<file path="src/rtl/uart_mmio.sv">
// CPU-facing register block that turns loads/stores into uart tx pushes and rx pops.
// Latency: bus_rdata/bus_rvalid, tx_en and rx_en all appear one cycle after the strobe.
// Backpressure: none; tx bursts are limited by software, early rx pops are silently dropped.
module uart_mmio #(
    parameter int RX_CAP = 255
) (
    input  logic        clk,
    input  logic        rst_n,
    input  logic [1:0]  bus_addr,
    input  logic        bus_wen,
    input  logic        bus_ren,
    input  logic [31:0] bus_wdata,
    output logic [31:0] bus_rdata,
    output logic        bus_rvalid,
    output logic        irq,
    output logic        tx_en,
    output logic [7:0]  tx_data,
    output logic        rx_en,
    input  logic [7:0]  rx_data,
    input  logic        rx_ready
);

    localparam logic [1:0] A_TX     = 2'd0;
    localparam logic [1:0] A_RX     = 2'd1;
    localparam logic [1:0] A_STATUS = 2'd2;
    localparam logic [1:0] A_CTRL   = 2'd3;
    localparam logic [7:0] RX_CAP_B = 8'(RX_CAP);

    logic        tx_en_q, tx_en_d;
    logic [7:0]  tx_data_q, tx_data_d;
    logic [7:0]  tx_sent_q, tx_sent_d;
    logic [7:0]  rx_count_q, rx_count_d;
    logic        overflow_q, overflow_d;
    logic        irq_en_q, irq_en_d;
    logic        irq_q, irq_d;
    logic        rx_en_q, rx_en_d;
    logic [1:0]  pop_block_q, pop_block_d;
    logic [31:0] rdata_q, rdata_d;
    logic        rvalid_q, rvalid_d;

    logic        wr_tx, wr_ctrl, rd_ok, rx_avail, pop, ovf_evt;
    logic [31:0] status;

    logic unused_wdata;
    assign unused_wdata = ^bus_wdata[31:8];

    always_comb begin
        wr_tx    = bus_wen && (bus_addr == A_TX);
        wr_ctrl  = bus_wen && (bus_addr == A_CTRL);
        rd_ok    = bus_ren && !bus_wen;
        rx_avail = (rx_count_q != 8'd0);
        // The uart head byte is stale until one cycle after rx_en, hence pop_block.
        pop      = rd_ok && (bus_addr == A_RX) && rx_avail && (pop_block_q == 2'd0);
        ovf_evt  = rx_ready && !pop && (rx_count_q == RX_CAP_B);
        status   = {16'b0, rx_count_q, 5'b0, irq_en_q, overflow_q, rx_avail};

        tx_en_d   = wr_tx;
        tx_data_d = wr_tx ? bus_wdata[7:0] : tx_data_q;
        tx_sent_d = wr_tx ? tx_sent_q + 8'd1 : tx_sent_q;

        irq_en_d   = wr_ctrl ? bus_wdata[0] : irq_en_q;
        overflow_d = overflow_q;
        if (wr_ctrl && bus_wdata[1]) begin
            overflow_d = 1'b0;
        end
        if (ovf_evt) begin
            overflow_d = 1'b1;
        end

        rx_count_d = rx_count_q;
        if (rx_ready && !pop && !ovf_evt) begin
            rx_count_d = rx_count_q + 8'd1;
        end else if (pop && !rx_ready) begin
            rx_count_d = rx_count_q - 8'd1;
        end

        rx_en_d = pop;
        if (pop) begin
            pop_block_d = 2'd2;
        end else if (pop_block_q != 2'd0) begin
            pop_block_d = pop_block_q - 2'd1;
        end else begin
            pop_block_d = 2'd0;
        end

        irq_d    = irq_en_q && (rx_avail || overflow_q);
        rvalid_d = bus_ren;

        rdata_d = rdata_q;
        if (bus_ren) begin
            rdata_d = 32'd0;
            if (rd_ok) begin
                case (bus_addr)
                    A_TX:     rdata_d = {24'b0, tx_sent_q};
                    A_RX:     rdata_d = pop ? {24'b0, rx_data} : 32'd0;
                    A_STATUS: rdata_d = status;
                    A_CTRL:   rdata_d = {31'b0, irq_en_q};
                    default:  rdata_d = 32'd0;
                endcase
            end
        end
    end

    always_ff @(posedge clk or negedge rst_n) begin
        if (!rst_n) begin
            tx_en_q     <= 1'b0;
            tx_data_q   <= 8'd0;
            tx_sent_q   <= 8'd0;
            rx_count_q  <= 8'd0;
            overflow_q  <= 1'b0;
            irq_en_q    <= 1'b0;
            irq_q       <= 1'b0;
            rx_en_q     <= 1'b0;
            pop_block_q <= 2'd0;
            rdata_q     <= 32'd0;
            rvalid_q    <= 1'b0;
        end else begin
            tx_en_q     <= tx_en_d;
            tx_data_q   <= tx_data_d;
            tx_sent_q   <= tx_sent_d;
            rx_count_q  <= rx_count_d;
            overflow_q  <= overflow_d;
            irq_en_q    <= irq_en_d;
            irq_q       <= irq_d;
            rx_en_q     <= rx_en_d;
            pop_block_q <= pop_block_d;
            rdata_q     <= rdata_d;
            rvalid_q    <= rvalid_d;
        end
    end

    assign tx_en      = tx_en_q;
    assign tx_data    = tx_data_q;
    assign rx_en      = rx_en_q;
    assign irq        = irq_q;
    assign bus_rdata  = rdata_q;
    assign bus_rvalid = rvalid_q;

endmodule

</file>
<file path="config.mk">
export PLATFORM = sky130hd
export DESIGN_NAME = uart_mmio
export DESIGN_NICKNAME = d
export VERILOG_FILES = /design/src/rtl/uart_mmio.sv
export SDC_FILE = /design/constraint.sdc
export NUM_CORES = 1
export LEC_CHECK = 0
export ABC_AREA = 1
export CAP_MARGIN = 20
export CORE_AREA = 10 10 86 88
export CTS_CLUSTER_DIAMETER = 100
export DETAILED_ROUTE_END_ITERATION = 8
export DIE_AREA = 0 0 96 98
export PLACE_DENSITY = 0.79
export SLEW_MARGIN = 20
export SYNTH_ARGS = -nofsm -noshare
export SYNTH_HDL_FRONTEND = slang
export SYNTH_SLANG_ARGS = --single-unit
</file>
<file path="constraint.sdc">
create_clock -name clk -period 2.6 [get_ports clk]
set_input_delay 0.52 -clock clk [delete_from_list [all_inputs] [get_ports clk]]
set_output_delay 0.52 -clock clk [all_outputs]
set_load 0.02 [all_outputs]
</file>
[Word-level counts from Yosys, hierarchy flattened]
Index checks and enable logic that the tools add are counted.
Storage, ports and cells
  register bits after elaboration: 64
  output and inout bits: 44
Cells by class
  $add $sub $neg: 4
  equality and inequality tests: 4
  mux-type cells: 9
  reductions and logical operators: 23
Operators with widths (number)
  $pmux 32 s4: 1
  $mux 32: 1
  $mux 8: 3
  $add 8x1->8 const B: 2
  $logic_and 1x1->1: 12
  $eq 8x8->1 const B: 1
  $reduce_bool 8->1: 1
  $sub 8x1->8 const B: 1
  $reduce_bool 2->1: 3
  $eq 2x2->1 const B: 2
  $logic_not 1->1: 4
  $logic_not 2->1: 2
  $mux 2: 2
  $eq 2x1->1 const B: 1
  $mux 1: 2
  $sub 2x1->2 const B: 1
  $logic_or 1x1->1: 1

[Depth between registers and ports, before layout]
  depth after elaboration: 11
  gate-level depth with buffers: 16

[Worst setup path before layout]
OpenSTA, ideal clock, no wires.
  path type: register -> register
  start: reg rx_count_q[1]
  end: reg rx_count_q[5]
  setup time: 65 ps
  data arrival time: 2127 ps
  setup slack: 408 ps
  stages on the path, launching flop included: 15
  path buffers: 0
  clock period less this slack: 2192 ps
  path through: dfrtp_1 inv_1 nand2_1 nor2_1 nand2_2 nand2_4 nand3_1 ha_1 or2_2 nand2_1 nor2_1 nor2_1 xnor2_1 nand2_1 nand2_1
On the way
  cells in the longest elaborated chain, start to end: 9
RTL lines
  start, declared: RTL line 32  | logic [7:0] rx_count_q, rx_count_d;
  start signal, assigned: RTL line 121  | rx_count_q <= rx_count_d;
  parallel branches: the longest is 9 deep, another holds $sub 8x1->8
Several ways; the timed one is not identified. The select of a mux whose other input is x is not followed.
A chain may end at the register's enable or synchronous reset.

[Worst setup path in the final report]
  start: in bus_addr[0]
  end: reg rx_count_q[5]
On the way
  cells in the longest elaborated chain, start to end: 10
RTL lines
  start, declared: RTL line 9  | input logic [1:0] bus_addr,
  $eq 2x1->1 *: RTL line 53  | pop = rd_ok && (bus_addr == A_RX) && rx_avail && (pop_block_q == 2'd0);
  $logic_and 1x1->1 * (3 in a row): RTL line 53
  $logic_not 1->1: RTL line 54, 71
  $logic_and 1x1->1: RTL line 54, 71
  $logic_and 1x1->1: RTL line 54  | ovf_evt = rx_ready && !pop && (rx_count_q == RX_CAP_B);
  $logic_not 1->1: RTL line 71  | if (rx_ready && !pop && !ovf_evt) begin
  $logic_and 1x1->1: RTL line 71
  $mux 8 or $reduce_bool 2->1 (tied branches)
Every way passes the cells marked *; elsewhere a longest branch is shown, timed or not.

==> impl_metrics.toml <==
[global_route]
grt_usage_pct = 12.95
grt_first_pass_wirelength_mm = 10.01
overflow = 0
antenna_found_initial = 0
grt_pass1_vias = 2211
grt_max_degree = 49

[drt]
viasPerCell = 4.687
ant_nets = 0
via_count = 2109
wl_mm = 5.832
initialDrtViolationCount = 126
firstDrtPassIters = 4
wire_per_inst_um = 12.96
drc = 0

[synth]
synth_ff_type = "dfrtp_1"
synth_cells = 302
synth-edff-count = 0
synth_warnings = 0
synth_top_area_cell = "dfrtp_1"
yosysMostFrequentCell = "nand2_1"
ys_ff_latch = 48
ys_seq_area_share_pct = 47.50
async_flop_share_pct = 100.0
ys_types = 30
synth_commonest_cells = "nand2_1, dfrtp_1, inv_1"
synth_area_leaders = "dfrtp_1, nand2_1, buf_4, inv_1, ha_1"
avgSynthCellArea_sq_um = 8.373
synth_top_area_share_pct = 47.50
syn_area_sq_mm = 0.002529

[sta]
drv_slew = 0
setup_violations = 0
post-route-period-util_pct = 90.81
worst_pin_slew_ps = 613.4
hold_slack_ps = 306.5
hold_viol = 0
relSlewSlack_pct = 59.10
rsz0062_at_grt = "no"
fmax_mhz = 423.6
clock_skew_ps = 6.083
finalSetupTns_ps = 0
layout_min_cycle_time_ps = 2361

[clocking]
cts-root-buf = "clkbuf_8"
cts.sinks = 48
cts_hold_buf = 0
numCtsBuffers = 5
clk_pin_slew_ps = 90
postCtsSetupRepairBufs = 0
cts_resized = 0
clock_latency_ps = 300
clockBufferDepth = 2
cts_tree = "built"
htree_num_levels = 2

[cells_and_area]
fin_nets = 429
layout-drive-gt1-share_pct = 12.80
nFillCells = 521
multi_input_area_sq_mm = 0.001125
area_delta_synth_final_pct = 30.48
register_area_sq_mm = 0.001201
final_core_util_pct = 57.43
diodes = 0

[floorplan]
dieArea_sq_mm = 0.009408
die_height_um = 98
start_util_pct = 44.01
core_area_sq_mm = 0.005746
num_io_pins = 91
fp.dieW_um = 96
row_count = 28

[placed_design]
hpwlAfterDp_mm = 4.551
port-buffer-count = 50
gp_congestion = 0.8347

[critical_path]
crit_slowest_cell = "clkdlybuf4s50_1"
critPathMaxStageDelay_ps = 520
path_buf_inv = 2
cp-end-kind = "flip-flop"
path_cells = "clkdlybuf4s50_1 > inv_2 > nor2_2 > nand2_2 > nor2_4 > nand2_4 > nand3_1 > ha_1 > or2_2 > nand2_1 > nor2_1 > nor2_1 > xnor2_1 > nand2_1 > nand2_1"
path_class = "input pin to flip-flop"
critPathRequiredTime_ps = 2850
arrival_ps = 2610
critPathLaunchType = "input pin"
critPathMaxFanout = 4
cpLargestDelayFamily = "simple AND/OR/NAND/NOR gates"
cpMostUsedCell = "nand2_1"

[status]
status = "complete, no violations"

[pwr]
p_leak_nw = 1.712
ir_worst_vdd_v = 0.0003300
p_per_area_mw_per_mm2 = 785.5

[run]
drv_cap = 0

[worst_hold_path]
min_path_type = "input pin to asynchronous set/reset pin"
[layout by cell type, fill, tap and decap left out]
cell,n
nor2_1,13
o21ai_2,5
clkinv_4,1
a21oi_1,5
nand3_4,1
nand3b_1,3
o21a_1,1
clkinv_1,1
o21ai_0,17
nor2_2,1
a22o_1,1
clkdlybuf4s50_1,49
nor3_2,1
buf_2,1
buf_4,19
nor2_4,4
nand3_1,10
ha_1,7
nand2_2,2
clkbuf_8,6
dfrtp_1,48
conb_1,16
nand2_4,2
nand4_1,4
o21ai_1,1
xnor2_1,2
inv_1,29
xor2_1,9
nand2_1,110
fa_1,1
bufinv_16,1
or2_2,2
inv_2,2
[metrics by stage]
| step | cell area (sq um) | instances | setup WS [ps] | power (mW) |
|---|---|---|---|---|
| after floorplan | 2585 | 317 | 407.9 | 1.669 |
| after global routing | 3299 | 450 | 80.62 | 2.799 |
| after global placement | 3178 | 442 | -31.61 | 1.997 |
| final | 3299 | 450 | 239.0 | 2.592 |
| after CTS | 3299 | 450 | 252.4 | 2.608 |
| after detailed placement | 3178 | 442 | -54.48 | 2.038 |
[flip-flops by register name, summed over array words and instances, names as in the netlist]
name,flops
tx_sent_q,8
tx_en,1
irq,1
bus_rvalid,1
rx_count_q,8
irq_en_q,1
rx_en,1
overflow_q,1
pop_block_q,2
bus_rdata,16
tx_data,8
[cell type report]
| class | count | share of cell area, % |
|---|---|---|
| sequential | 48 | 36.40 |
| multi-input combinational | 218 | 34.09 |
| timing repair buffer | 69 | 19.34 |
| inverter | 32 | 3.640 |
| tap | 75 | 2.844 |
| clock buffer | 6 | 2.503 |
| clock inverter | 2 | 1.176 |
[cell families after synthesis]
family	count (synthesis)	synth area share, %
AO/OA/AOI/OAI	30	6.927
XOR/XNOR	11	3.810
adder cells (fa/ha/maj)	8	4.255
buffers and inverters	51	10.24
flip-flops	48	47.50
other	1	0.1483
AND/OR/NAND/NOR	153	27.12
[report_power, final]
part | internal [mW] | switching [mW] | leakage, nW
Clock | 0.315 | 0.253 | 0.0614
Sequential | 0.892 | 0.141 | 0.615
Combinational | 0.452 | 0.539 | 1.04
[final timing paths]
kind | slack (ps) | depth (start not counted) | startpoint | endpoint
max | 240 | 15 | bus_addr[0] | rx_count_q[5]
min | 310 | 2 | rst_n | bus_rdata[9]
max reg2reg | 340 | 13 | rx_count_q[1] | rx_count_q[4]
min reg2reg | 450 | 1 | pop_block_q[0] | pop_block_q[0]
max in group asynchronous | 1880 | 2 | rst_n | irq
min in group clk | 450 | 1 | pop_block_q[0] | pop_block_q[0]
[metal layers]
| metal | track usage, % | part of all wire (%) | up-vias |
|---|---|---|---|
| li1 | - | - | 1053 |
| met2 | 20.97 | 49 | 60 |
| met3 | 3.905 | 8.5 | 9 |
| met5 | 0 | 0 | - |
| met1 | 15.68 | 41 | 987 |
| met4 | 4.654 | 1.5 | 0 |
(Power assumes the default switching activity.)
